`src/rtl/isa_io_bridge.sv`:
```
// ISA I/O front end: synchronises the raw bus, decodes the SB/FM/MPU/joystick
// windows and turns IOR_N/IOW_N cycles into filtered one-clock strobes with read-back drive.
module isa_io_bridge #(
  parameter logic [15:0] SB_BASE  = 16'h0220,
  parameter logic [15:0] FM_BASE  = 16'h0388,
  parameter logic [15:0] MPU_BASE = 16'h0330,
  parameter logic [15:0] JOY_BASE = 16'h0201,
  parameter int          FILT     = 2,
  parameter int          RD_LAT   = 2
) (
  input  logic        clk,
  input  logic        reset,
  input  logic        isa_ior_n,
  input  logic        isa_iow_n,
  input  logic        isa_bale,
  input  logic        isa_aen,
  input  logic [15:0] isa_sa,
  input  logic [7:0]  isa_sd_in,
  output logic [7:0]  isa_sd_out,
  output logic        isa_sd_oe,
  output logic        isa_sd_dir_n,
  output logic [3:0]  io_addr,
  output logic [7:0]  io_writedata,
  output logic        io_write,
  output logic        io_read,
  input  logic [7:0]  io_readdata,
  output logic        sb_cs,
  output logic        fm_cs,
  output logic        mpu_cs,
  output logic        joy_cs
);

  localparam logic [2:0] FILT_C   = 3'(FILT);
  localparam logic [2:0] RD_LAT_C = 3'(RD_LAT);

  typedef enum logic [2:0] {
    IDLE,
    WR_FILT,
    WR_HOLD,
    RD_FILT,
    RD_WAIT,
    RD_DRIVE
  } state_t;

  logic        ior_m, ior_s, iow_m, iow_s;
  logic        bale_m, bale_s, aen_m, aen_s;
  logic [15:0] sa_r;
  logic [7:0]  sd_r;

  // Stage: two-flop synchronisers for control, single register for buses
  always_ff @(posedge clk) begin
    ior_m  <= isa_ior_n;
    ior_s  <= ior_m;
    iow_m  <= isa_iow_n;
    iow_s  <= iow_m;
    bale_m <= isa_bale;
    bale_s <= bale_m;
    aen_m  <= isa_aen;
    aen_s  <= aen_m;
    sa_r   <= isa_sa;
    sd_r   <= isa_sd_in;
  end

  logic [15:0] addr_lat;
  logic [15:0] sb_off, fm_off, mpu_off;
  logic        any_cs;

  assign sb_off  = addr_lat - SB_BASE;
  assign fm_off  = addr_lat - FM_BASE;
  assign mpu_off = addr_lat - MPU_BASE;
  assign any_cs  = sb_cs | fm_cs | mpu_cs | joy_cs;
  assign io_addr = addr_lat[3:0];

  // Stage: address latch, then registered window decode one clock behind it
  always_ff @(posedge clk) begin
    if (reset) begin
      addr_lat <= '0;
      sb_cs    <= 1'b0;
      fm_cs    <= 1'b0;
      mpu_cs   <= 1'b0;
      joy_cs   <= 1'b0;
    end else begin
      if (bale_s) addr_lat <= sa_r;
      sb_cs  <= (sb_off  < 16'd16);
      fm_cs  <= (fm_off  < 16'd4);
      mpu_cs <= (mpu_off < 16'd2);
      joy_cs <= (addr_lat == JOY_BASE);
    end
  end

  // A strobe still low when reset is released must go high before it counts.
  logic armed;
  always_ff @(posedge clk) begin
    if (reset)               armed <= 1'b0;
    else if (ior_s && iow_s) armed <= 1'b1;
  end

  state_t     state, state_nx;
  logic [2:0] cnt, cnt_nx;
  logic       wr_fire, rd_fire, rd_cap, rd_rel;

  always_comb begin
    state_nx = state;
    cnt_nx   = cnt;
    wr_fire  = 1'b0;
    rd_fire  = 1'b0;
    rd_cap   = 1'b0;
    rd_rel   = 1'b0;
    case (state)
      IDLE: begin
        cnt_nx = '0;
        if (armed && !aen_s && any_cs) begin
          if (!iow_s && ior_s)      state_nx = WR_FILT;
          else if (!ior_s && iow_s) state_nx = RD_FILT;
        end
      end
      WR_FILT: begin
        if (iow_s || aen_s) begin
          state_nx = IDLE;
          cnt_nx   = '0;
        end else if (cnt + 3'd1 == FILT_C) begin
          wr_fire  = 1'b1;
          state_nx = WR_HOLD;
          cnt_nx   = '0;
        end else begin
          cnt_nx = cnt + 3'd1;
        end
      end
      WR_HOLD: begin
        if (iow_s) state_nx = IDLE;
      end
      RD_FILT: begin
        if (ior_s || aen_s) begin
          state_nx = IDLE;
          cnt_nx   = '0;
        end else if (cnt + 3'd1 == FILT_C) begin
          rd_fire  = 1'b1;
          state_nx = RD_WAIT;
          cnt_nx   = '0;
        end else begin
          cnt_nx = cnt + 3'd1;
        end
      end
      RD_WAIT: begin
        // An early IOR release wins over a capture due in the same clock.
        if (ior_s) begin
          state_nx = IDLE;
          cnt_nx   = '0;
        end else if (cnt + 3'd1 == RD_LAT_C) begin
          rd_cap   = 1'b1;
          state_nx = RD_DRIVE;
          cnt_nx   = '0;
        end else begin
          cnt_nx = cnt + 3'd1;
        end
      end
      RD_DRIVE: begin
        if (ior_s) begin
          rd_rel   = 1'b1;
          state_nx = IDLE;
        end
      end
      default: state_nx = IDLE;
    endcase
  end

  logic sd_oe;

  // Stage: state register and registered strobes / drive outputs
  always_ff @(posedge clk) begin
    if (reset) begin
      state        <= IDLE;
      cnt          <= '0;
      io_write     <= 1'b0;
      io_read      <= 1'b0;
      io_writedata <= '0;
      isa_sd_out   <= '0;
      sd_oe        <= 1'b0;
    end else begin
      state    <= state_nx;
      cnt      <= cnt_nx;
      io_write <= wr_fire;
      io_read  <= rd_fire;
      if (wr_fire) io_writedata <= sd_r;
      if (rd_cap)  isa_sd_out   <= io_readdata;
      if (rd_cap)      sd_oe <= 1'b1;
      else if (rd_rel) sd_oe <= 1'b0;
    end
  end

  // Direction is derived from the enable so the two can never disagree.
  assign isa_sd_oe    = sd_oe;
  assign isa_sd_dir_n = ~sd_oe;

endmodule

```
`config.mk`:
```
export PLATFORM = sky130hd
export DESIGN_NAME = isa_io_bridge
export DESIGN_NICKNAME = d
export VERILOG_FILES = /design/src/rtl/isa_io_bridge.sv
export SDC_FILE = /design/constraint.sdc
export NUM_CORES = 1
export LEC_CHECK = 0
export BUFFER_PORTS_ARGS = -buffer_cell sky130_fd_sc_hd__buf_2
export CORE_ASPECT_RATIO = 0.6
export CORE_MARGIN = 10
export CORE_UTILIZATION = 40
export CTS_BUF_LIST = sky130_fd_sc_hd__clkbuf_8
export DETAILED_ROUTE_END_ITERATION = 16
export SYNTH_ARGS = -nofsm -noshare
export SYNTH_HDL_FRONTEND = slang
export SYNTH_SLANG_ARGS = --single-unit
```
`constraint.sdc`:
```
create_clock -name clk -period 2.25 [get_ports clk]
set_clock_uncertainty 0.05 [all_clocks]
set_input_delay 0.5625 -clock clk [delete_from_list [all_inputs] [get_ports clk]]
set_output_delay 0.5625 -clock clk [all_outputs]
set_load 0.01 [all_outputs]
```
==> metrics.txt <==
I/O pin cnt 66; Inserted Diodes 0; Tot Pwr 3.35 mW; Vias 2206; worst-case clock buffer depth 2; # fillers 705; Bufs and invs on worst path 1; Slew HR 66.2%; worst endpoint required time 2470 ps; max cap viols 0; CP Cell Sequence inv_1 -> ha_1 -> nand2_1 -> nor4_2 -> o2111ai_1 -> a2111o_1 -> nor4_2; largest net degree at the start of global routing 30; total negative slack 0 ps; violation count after the first detailed-routing iteration 127; Hold Violations, Final 0; Yosys reg bits 78; crit path max-delay cell type dfxtp_1; Initial Util 41.0%; Vias/cell 4.77; Die Y 86.7 um; hold_sp isa_sd_in[0]; fin crit period 2010 ps; worst-margin pin slew 503 ps; vias in the first global route 2099; Crit. Startpoint addr_lat[3]; final period utilization 89.2%; TritonCTS Buffers 9; sequential power share 47.0%; Peak supply drop 0.000456 V; placed inst area 3340 um^2; Place WS 229 ps; CP peak stage delay 450 ps; cell row count 24; CTS tree built; synthesized area 2970 um^2; Post-Syn Nets 341; DR pass1 iterations 4; DRC 0; critical path launch point type flop; cell family with most CP delay compound AO/OA/AOI/OAI gates; total wire length 6450 um; Final HPWL DP 4670 um; GP Congestion 0.831; Sequential cell area 1560 um^2; total gr overflow 0; DR WL/cell 14.0 um; clk slew on worst S/H paths 80 ps; final std cells w/o fill 462; Clock Power Share 38.9%; first-pass GRT wire length 10800 um; Post-Syn Instances 295; Root Buffer clkbuf_8; worst r2r src addr_lat[3]; Resized Gates After CTS 0; Psw 0.861 mW; hold_ws 249 ps; status completed; initial antenna violation count 0; Worst Path Arrival 2230 ps; hold_buf cts 0; share of layout cells above drive strength 1 26.5%; Layout area overhead 21.2%; Mapped Avg Cell Area 10.1 um^2; Leak 1.59 nW; commonest non-fill, non-tap cell in the layout dfxtp_1; worst hold path class in2reg; cell internal pwr 2.49 mW; sw frac 25.7%; Final Util 49.7%; Setup CP Type reg2reg; final setup fails 0; CP Capture Type flop; YS warnings 0; Clock Latency Late Sink 360 ps; EDFF count, synth 0; die width 131 um; PortBufs 65; fin worst setup slack 244 ps; Routed Antenna Nets 0; Die Area 11400 um^2; htree depth 3; Yosys cell types 48; All-Layer GR Usage 11.8%; fmax 498 MHz; Max Slew Vio Count 0; ys flop type dfxtp_1; Post-Layout Inst Area 3600 um^2; part of the power in combinational logic 14.0%; multi-input gate area in the final layout 1250 um^2; sequential cell area fraction in the yosys report 52.6%; fin nets 399; CTS sink count 78; Crit Path Max Fanout 6; asr flop ratio synth 0%; Cell Pwr Density 930 nW/um^2; most frequent cells in the layout 78 x dfxtp_1, 65 x buf_2, 35 x nor2_1, 28 x mux2i_1, 19 x nand2_1; RSZ-0062 raised after global routing false; post-CTS setup buffers 0; Core Region 7240 um^2; Crit path top cell by count nor4_2; Post-Place Cells 446
cells in the mapped netlist, types with 2 or more instances:
| master | n | area [um^2] |
|---|---|---|
| o21ai_0 | 4 | 20.0 |
| a32oi_1 | 2 | 17.5 |
| buf_4 | 5 | 37.5 |
| a211oi_1 | 4 | 30.0 |
| nor4_2 | 2 | 25.0 |
| a21oi_1 | 16 | 80.1 |
| ha_1 | 8 | 100 |
| buf_2 | 9 | 45.0 |
| nor4_1 | 3 | 18.8 |
| nand2_1 | 19 | 71.3 |
| nand2b_1 | 3 | 18.8 |
| a31oi_1 | 2 | 12.5 |
| nor3_1 | 10 | 50.1 |
| xor2_1 | 2 | 17.5 |
| nand3_1 | 10 | 50.1 |
| o41ai_1 | 2 | 17.5 |
| and2_1 | 2 | 12.5 |
| nor4b_1 | 3 | 26.3 |
| nor3b_1 | 3 | 22.5 |
| and3b_1 | 2 | 17.5 |
| dfxtp_1 | 78 | 1560 |
| nor2b_1 | 3 | 18.8 |
| mux2i_1 | 28 | 280 |
| nor2_1 | 35 | 131 |
| clkbuf_1 | 7 | 26.3 |
| xnor2_1 | 3 | 26.3 |
| inv_1 | 9 | 33.8 |
flip-flops by register name, indices dropped and copies added, names as in the netlist, 3 cells and up:
register / flops
addr_lat: 16
cnt: 3
io_writedata: 8
isa_sd_out: 8
sa_r: 16
sd_r: 8
state: 3
power by group through the flow:
| stage | Sequential, mW | Combinational (mW) | Clock, mW |
|---|---|---|---|
| finish | 1.57 | 0.470 | 1.30 |
| global route | 1.59 | 0.529 | 1.40 |
| CTS | 1.57 | 0.472 | 1.35 |
| detailed placement | 1.60 | 0.468 | 0 |
| global placement | 1.60 | 0.467 | 0 |
| floorplan | 1.53 | 0.431 | 0 |
path summary, 6_finish.rpt:
kind | endpoint | slack, ps | cells past startpoint
setup / recovery | fm_cs | 240 | 7
hold / removal | sd_r[0] | 250 | 1
setup reg to reg | fm_cs | 240 | 7
hold reg to reg | bale_s | 280 | 0
area by class of cell:
cell class              count  area share [%]
clock buffers              11            4.21
clock inverters             5            2.92
inverters                   9           0.938
multi-input cells         185            34.9
flip-flops and latches     78            43.4
well taps                 104            3.61
repair buffers             70            10.1
cell families after synthesis:
logic type,synth area share (%)
simple gates,17.7
flops,52.6
compound gates,10.1
buf+inv,5.35
mux,9.44
fa+ha+maj,3.37
xor+xnor,1.48
per-layer routing:
layer,GRT usage [%],part of all wire [%]
met1,16.8,54
met2,14.3,37
met3,5.66,7.0
met4,5.18,1.7
met5,0,0
No activity file was read; power rests on OpenSTA's default activity.
